--- src/rtl/cajero_multicuenta.sv ---
// Multi-account ATM controller: per-account balances, PIN attempt counters and locks.
// Optional per-session withdrawal cap enabled by defining CAJERO_LIMITE_RETIRO_EN.
module cajero_multicuenta #(
  parameter int N_CUENTAS     = 4,
  parameter int PIN_DIGITOS   = 4,
  parameter int MONTO_W       = 32,
  parameter int MAX_INTENTOS  = 3,
  parameter int LIMITE_RETIRO = 1000,
  localparam int CW = (N_CUENTAS > 1) ? $clog2(N_CUENTAS) : 1
) (
  input  logic                   i_clk,
  input  logic                   i_rst_n,
  input  logic                   i_tarjeta_recibida,
  input  logic [CW-1:0]          i_cuenta_id,
  input  logic [4*PIN_DIGITOS-1:0] i_pin,
  input  logic [3:0]             i_digito,
  input  logic                   i_digito_stb,
  input  logic [1:0]             i_tipo_trans,
  input  logic                   i_tipo_stb,
  input  logic [MONTO_W-1:0]     i_monto,
  input  logic                   i_monto_stb,
  output logic                   o_balance_actualizado,
  output logic                   o_entregar_dinero,
  output logic                   o_fondos_insuficientes,
  output logic                   o_pin_incorrecto,
  output logic                   o_advertencia,
  output logic                   o_desborde,
  output logic                   o_limite_excedido,
  output logic                   o_balance_valid,
  output logic                   o_bloqueo,
  output logic [MONTO_W-1:0]     o_balance_out
);

  localparam int PW = 4 * PIN_DIGITOS;
  localparam int DW = $clog2(PIN_DIGITOS + 1);
  localparam int IW = $clog2(MAX_INTENTOS + 1);

  typedef enum logic [2:0] {
    S_IDLE, S_PIN, S_SELECCION, S_DEPOSITO, S_RETIRO, S_BLOQUEADO, S_FIN
  } estado_t;

  estado_t              r_estado;
  logic [CW-1:0]        r_cuenta;
  logic [DW-1:0]        r_cont;
  logic [PW-1:0]        r_shift;
  logic [MONTO_W-1:0]   r_saldo    [N_CUENTAS];
  logic [IW-1:0]        r_intentos [N_CUENTAS];
  logic [N_CUENTAS-1:0] r_bloq;

  logic [MONTO_W:0]     w_suma;
  logic [IW-1:0]        w_intentos_sig;
  logic                 w_fondos_ok;
  logic                 w_pin_ok;
  logic                 w_pin_completo;

  assign w_suma         = {1'b0, r_saldo[r_cuenta]} + {1'b0, i_monto};
  assign w_intentos_sig = r_intentos[r_cuenta] + IW'(1);
  assign w_fondos_ok    = (i_monto <= r_saldo[r_cuenta]);
  assign w_pin_ok       = (r_shift == i_pin);
  assign w_pin_completo = (r_cont == DW'(PIN_DIGITOS));

`ifdef CAJERO_LIMITE_RETIRO_EN
  logic [MONTO_W:0]   r_acum;
  logic [MONTO_W+1:0] w_acum_sig;
  logic               w_limite_ok;

  assign w_acum_sig  = {1'b0, r_acum} + {2'b00, i_monto};
  assign w_limite_ok = (w_acum_sig <= (MONTO_W+2)'(LIMITE_RETIRO));
`endif

  always_ff @(posedge i_clk or negedge i_rst_n) begin
    if (!i_rst_n) begin
      r_estado <= S_IDLE;
      r_cuenta <= '0;
      r_cont   <= '0;
      r_shift  <= '0;
      r_bloq   <= '0;
      for (int k = 0; k < N_CUENTAS; k++) begin
        r_saldo[k]    <= '0;
        r_intentos[k] <= '0;
      end
`ifdef CAJERO_LIMITE_RETIRO_EN
      r_acum <= '0;
`endif
      o_balance_actualizado  <= 1'b0;
      o_entregar_dinero      <= 1'b0;
      o_fondos_insuficientes <= 1'b0;
      o_pin_incorrecto       <= 1'b0;
      o_advertencia          <= 1'b0;
      o_desborde             <= 1'b0;
      o_limite_excedido      <= 1'b0;
      o_balance_valid        <= 1'b0;
      o_bloqueo              <= 1'b0;
      o_balance_out          <= '0;
    end else begin
      o_balance_actualizado  <= 1'b0;
      o_entregar_dinero      <= 1'b0;
      o_fondos_insuficientes <= 1'b0;
      o_pin_incorrecto       <= 1'b0;
      o_advertencia          <= 1'b0;
      o_desborde             <= 1'b0;
      o_limite_excedido      <= 1'b0;
      o_balance_valid        <= 1'b0;

      // Card removal outranks any strobe arriving in the same cycle.
      if (r_estado != S_IDLE && !i_tarjeta_recibida) begin
        r_estado  <= S_IDLE;
        r_cont    <= '0;
        r_shift   <= '0;
        o_bloqueo <= 1'b0;
`ifdef CAJERO_LIMITE_RETIRO_EN
        r_acum    <= '0;
`endif
      end else begin
        case (r_estado)
          S_IDLE: begin
            if (i_tarjeta_recibida) begin
              r_cuenta <= i_cuenta_id;
              r_cont   <= '0;
              r_shift  <= '0;
              if (r_bloq[i_cuenta_id]) begin
                r_estado  <= S_BLOQUEADO;
                o_bloqueo <= 1'b1;
              end else begin
                r_estado <= S_PIN;
`ifdef CAJERO_LIMITE_RETIRO_EN
                r_acum   <= '0;
`endif
              end
            end
          end

          S_PIN: begin
            if (w_pin_completo) begin
              r_cont  <= '0;
              r_shift <= '0;
              if (w_pin_ok) begin
                r_intentos[r_cuenta] <= '0;
                r_estado             <= S_SELECCION;
              end else begin
                o_pin_incorrecto <= 1'b1;
                if (w_intentos_sig == IW'(MAX_INTENTOS - 1))
                  o_advertencia <= 1'b1;
                if (w_intentos_sig == IW'(MAX_INTENTOS)) begin
                  r_bloq[r_cuenta]     <= 1'b1;
                  r_intentos[r_cuenta] <= '0;
                  r_estado             <= S_BLOQUEADO;
                  o_bloqueo            <= 1'b1;
                end else begin
                  r_intentos[r_cuenta] <= w_intentos_sig;
                end
              end
            end else if (i_digito_stb) begin
              r_shift <= PW'({r_shift, i_digito});
              r_cont  <= r_cont + DW'(1);
            end
          end

          S_SELECCION: begin
            if (i_tipo_stb) begin
              case (i_tipo_trans)
                2'b00: r_estado <= S_DEPOSITO;
                2'b01: r_estado <= S_RETIRO;
                2'b10: begin
                  o_balance_out   <= r_saldo[r_cuenta];
                  o_balance_valid <= 1'b1;
                end
                default: r_estado <= S_FIN;
              endcase
            end
          end

          S_DEPOSITO: begin
            if (i_monto_stb) begin
              r_estado <= S_SELECCION;
              if (w_suma[MONTO_W]) begin
                o_desborde <= 1'b1;
              end else begin
                r_saldo[r_cuenta]     <= w_suma[MONTO_W-1:0];
                o_balance_actualizado <= 1'b1;
              end
            end
          end

          S_RETIRO: begin
            if (i_monto_stb) begin
              r_estado <= S_SELECCION;
              if (!w_fondos_ok) begin
                o_fondos_insuficientes <= 1'b1;
`ifdef CAJERO_LIMITE_RETIRO_EN
              end else if (!w_limite_ok) begin
                o_limite_excedido <= 1'b1;
`endif
              end else begin
                r_saldo[r_cuenta]     <= r_saldo[r_cuenta] - i_monto;
                o_balance_actualizado <= 1'b1;
                o_entregar_dinero     <= 1'b1;
`ifdef CAJERO_LIMITE_RETIRO_EN
                r_acum <= w_acum_sig[MONTO_W:0];
`endif
              end
            end
          end

          S_BLOQUEADO, S_FIN: begin
          end

          default: r_estado <= S_IDLE;
        endcase
      end
    end
  end

endmodule

--- config.mk ---
export PLATFORM = sky130hd
export DESIGN_NAME = cajero_multicuenta
export DESIGN_NICKNAME = d
export VERILOG_FILES = /design/src/rtl/cajero_multicuenta.sv
export SDC_FILE = /design/constraint.sdc
export NUM_CORES = 1
export LEC_CHECK = 0
export ABC_CLOCK_PERIOD_IN_PS = 4430
export CAP_MARGIN = 40
export CORE_UTILIZATION = 30
export CTS_BUF_LIST = sky130_fd_sc_hd__clkbuf_8
export DETAILED_ROUTE_END_ITERATION = 7
export PLACE_DENSITY = 0.48
export SETUP_SLACK_MARGIN = 0.2
export SKIP_CTS_REPAIR_TIMING = 1
export SYNTH_ARGS = -nofsm -noshare
export SYNTH_HDL_FRONTEND = slang
export SYNTH_SLANG_ARGS = --single-unit
--- constraint.sdc ---
create_clock -name i_clk -period 4.43 [get_ports i_clk]
set_input_delay 0.886 -clock i_clk [delete_from_list [all_inputs] [get_ports i_clk]]
set_output_delay 0.886 -clock i_clk [all_outputs]
set_load 0.005 [all_outputs]
==> impl_results.md <==
* Run status: complete, no violations
* Net count, final at 1,603
* Layout cells sized above 1 at 0.2302
* # rows at 77
* Vias in the first global route at 11,050
* Cell variety after synth at 98
* Reg clk slew, reported paths at 0.06 ns
* Setup Viol. Count Final at 0
* Remaining DRCs at 0
* Core area at 0.04461 mm^2
* Pwr Density at 669.0 mW/mm^2
* Die X at 215.4 um
* Worst hold margin at 0.1776 ns
* Initial Utilization at 0.3063
* Placer Congestion at 0.9017
* CP Data Arrival Time at 4.59 ns
* Synth area leader: dfrtp_1
* Skew-Pair Late Insertion Delay at 0.62 ns
* Cell count after synthesis at 1,318
* Largest net degree at the start of global routing at 84
* Remaining antenna violation count at 0
* Hold crit path type: primary input to asynchronous set/reset pin
* I/O Buffers at 101
* Post-Synthesis Cell Area at 0.01366 mm^2
* Fin crit period at 4.111 ns
* First-pass DRT Iterations at 5
* RSZ-0062 raised after global routing: no
* Worst VDD drop at 212.9 uV
* Startpoint types: flip-flop
* CTS H-tree depth at 2
* CTS tree: yes
* Seq cells post-synth at 204
* Part of the cycle the worst path needs at 0.9279
* Asr flop ratio synth at 1.000
* Worst-margin pin slew at 0.7383 ns
* Num CTS Buffers at 41
* Sequential-to-total area share from yosys stat at 0.3737
* Top FF cell, synth: dfrtp_1
* Via count at 10,810
* Initial antenna violation count at 0
* Max_slew headroom at 0.5032
* Synth Net Count at 1,450
* Worst Path Required at 4.91 ns
* CP Max Fanout at 19
* Clock Skew at 0.03482 ns
* Crit end category: flip-flop
* Chip height at 215.4 um
* Share of the synthesized area in the top cell type at 0.3737
* Longest Clk Path Bufs at 3
* Clock sinks at 204
* CP Class: flip-flop to flip-flop
* Initial DRC Count at 682
* Hold Violations, Final at 0
* Wire per inst at 19.67 um
* First-pass GRT wire length at 64.56 mm
* DRT Wirelength at 41.20 mm
* Via density at 5.161
* Fmax at 0.2433 GHz
* Mean Syn Cell Area at 10.37 um^2
* Slew Limit Fails at 0
* Clk root buf: clkbuf_8
* Synth area leaders: dfrtp_1 (37%), mux2_4 (6.4%), ha_1 (6.2%)
* Post-DP HPWL at 30.25 mm
* Leak at 0.007642 uW
* Max cap viols at 0
* Area Overhead vs Synth at 22.11%
* Total GRT Usage at 0.1780
* EDFF count, synth at 0
* Ant. Diodes at 0
* Gr ovfl total at 0
* Full die area at 0.04640 mm^2
* I/O pin count at 103
* Total Power at 11,160 uW
* Ys Warns at 0
## layout by cell type (no fill, tap or decap), types with 6 or more instances in the layout
cell and n:
a21o_1 13, buf_12 13, mux4_2 35, bufinv_16 6, a31oi_1 10, mux2_4 58, nor2_1 71, nand2b_1 12
or3_1 6, buf_4 69, xnor2_1 17, o211ai_1 38, inv_1 84, nand4_1 13, clkdlybuf4s50_1 100, ha_1 65
xor2_1 19, nor4_1 19, mux2_2 40, o21a_1 11, nor2b_1 6, nand2_1 158, o31ai_1 27, dfrtp_1 202
and2_1 9, clkbuf_8 50, a22o_1 19, clkinv_2 10, nor3_1 19, and3_1 8, o21ai_0 40, a21oi_1 66
o21bai_1 14, nand3_1 19, mux2_1 10
## kinds of logic (layout without fill, tap and decap cells)
logic type / count (synthesis) / count (layout) / synth area share
AND/OR/NAND/NOR: 382 / 382 / 0.1348
XOR/XNOR: 38 / 38 / 0.02436
AO/OA/AOI/OAI: 324 / 324 / 0.1713
multiplexers: 144 / 144 / 0.1634
buffers and inverters: 155 / 340 / 0.06704
other: 1 / 1 / 0.0002745
adder cells (fa/ha/maj): 70 / 70 / 0.06521
flip-flops: 204 / 204 / 0.3737
## per-stage QoR
step	util	instances	worst slack [ns]	setup TNS [ns]	area, um^2
CTS	0.3702	2086	0.04389	0	16510
global route	0.3740	2095	0.1747	0	16680
global placement	0.3481	2010	-0.1195	-2.273	15530
finish	0.3740	2095	0.3192	0	16680
floorplan	-	1318	0.2104	0	13660
detailed placement	0.3487	2011	-0.1268	-2.237	15550
## metal layers
| metal | wire length (um) | global-route usage | vias up |
|---|---|---|---|
| met2 | 19210 | 0.2862 | 238 |
| li1 | - | - | 5124 |
| met1 | 19250 | 0.2408 | 5382 |
| met4 | 1220 | 0.06643 | 0 |
| met5 | 0 | 0 | - |
| met3 | 1513 | 0.02763 | 69 |
## registers in the layout (all words and copies together), names as in the netlist
| signal | count |
|---|---|
| o_advertencia | 1 |
| o_balance_actualizado | 1 |
| o_balance_out | 32 |
| o_balance_valid | 1 |
| o_bloqueo | 1 |
| o_desborde | 1 |
| o_entregar_dinero | 1 |
| o_fondos_insuficientes | 1 |
| o_pin_incorrecto | 1 |
| r_bloq | 4 |
| r_cont | 3 |
| r_cuenta | 2 |
| r_estado | 3 |
| r_intentos | 8 |
| r_saldo | 128 |
| r_shift | 16 |
## power by group
part | internal [uW] | total (uW) | switching (uW) | leakage (uW)
Combinational | 2640 | 6100 | 3460 | 0.00435
Clock | 1360 | 2300 | 939 | 0.000509
Sequential | 2410 | 2760 | 348 | 0.00278
Total | 6410 | 11200 | 4750 | 0.00764
## critical path: stages, from the launching register on
cell,delay [ns]
dfrtp_2,0.45
buf_12,0.21
mux4_2,0.60
ha_1,0.46
and3_2,0.33
nand2_2,0.11
or2_2,0.29
o22ai_2,0.18
a311oi_4,0.10
or4_1,0.57
o21ai_4,0.13
buf_12,0.21
mux2_2,0.34
## cell usage after synthesis (all sizes together) (13+ instances only)
cell type,count
o21ai,50
a22o,19
ha,68
nand3,20
o31ai,28
dfrtp,204
clkbuf,39
inv,80
nand4,13
nor4,20
mux2,108
nand2,162
xnor2,19
buf,36
o211ai,39
nor3,20
nor2,71
xor2,19
a21oi,68
a21o,17
o21bai,14
mux4,35
## area by class of cell
cell class,count,area [um^2]
Clock buffer,49,674.4
Clock inverter,26,282.8
Fill cell,4491,27920
Inverter,80,305.3
Multi-Input combinational cell,959,7740
Sequential cell,204,5107
Tap cell,592,740.7
Timing Repair Buffer,185,1832
## path summary, 6_finish.rpt
path / startpoint / to / slack (ns) / cells past startpoint
worst max register to register: r_cuenta[0]$_DFFE_PN0P_ / r_saldo[98]$_DFFE_PN0P_ / 0.32 / 12
max in group asynchronous: i_rst_n / r_saldo[95]$_DFFE_PN0P_ / 3.10 / 3
min in group i_clk: o_balance_out[17]$_DFFE_PN0P_ / o_balance_out[17]$_DFFE_PN0P_ / 0.47 / 2
worst max-delay path: r_cuenta[0]$_DFFE_PN0P_ / r_saldo[98]$_DFFE_PN0P_ / 0.32 / 12
worst min-delay path: i_rst_n / r_saldo[13]$_DFFE_PN0P_ / 0.18 / 1
worst min register to register: o_balance_out[17]$_DFFE_PN0P_ / o_balance_out[17]$_DFFE_PN0P_ / 0.47 / 2
Note: power is estimated with default switching activity, not from simulation.
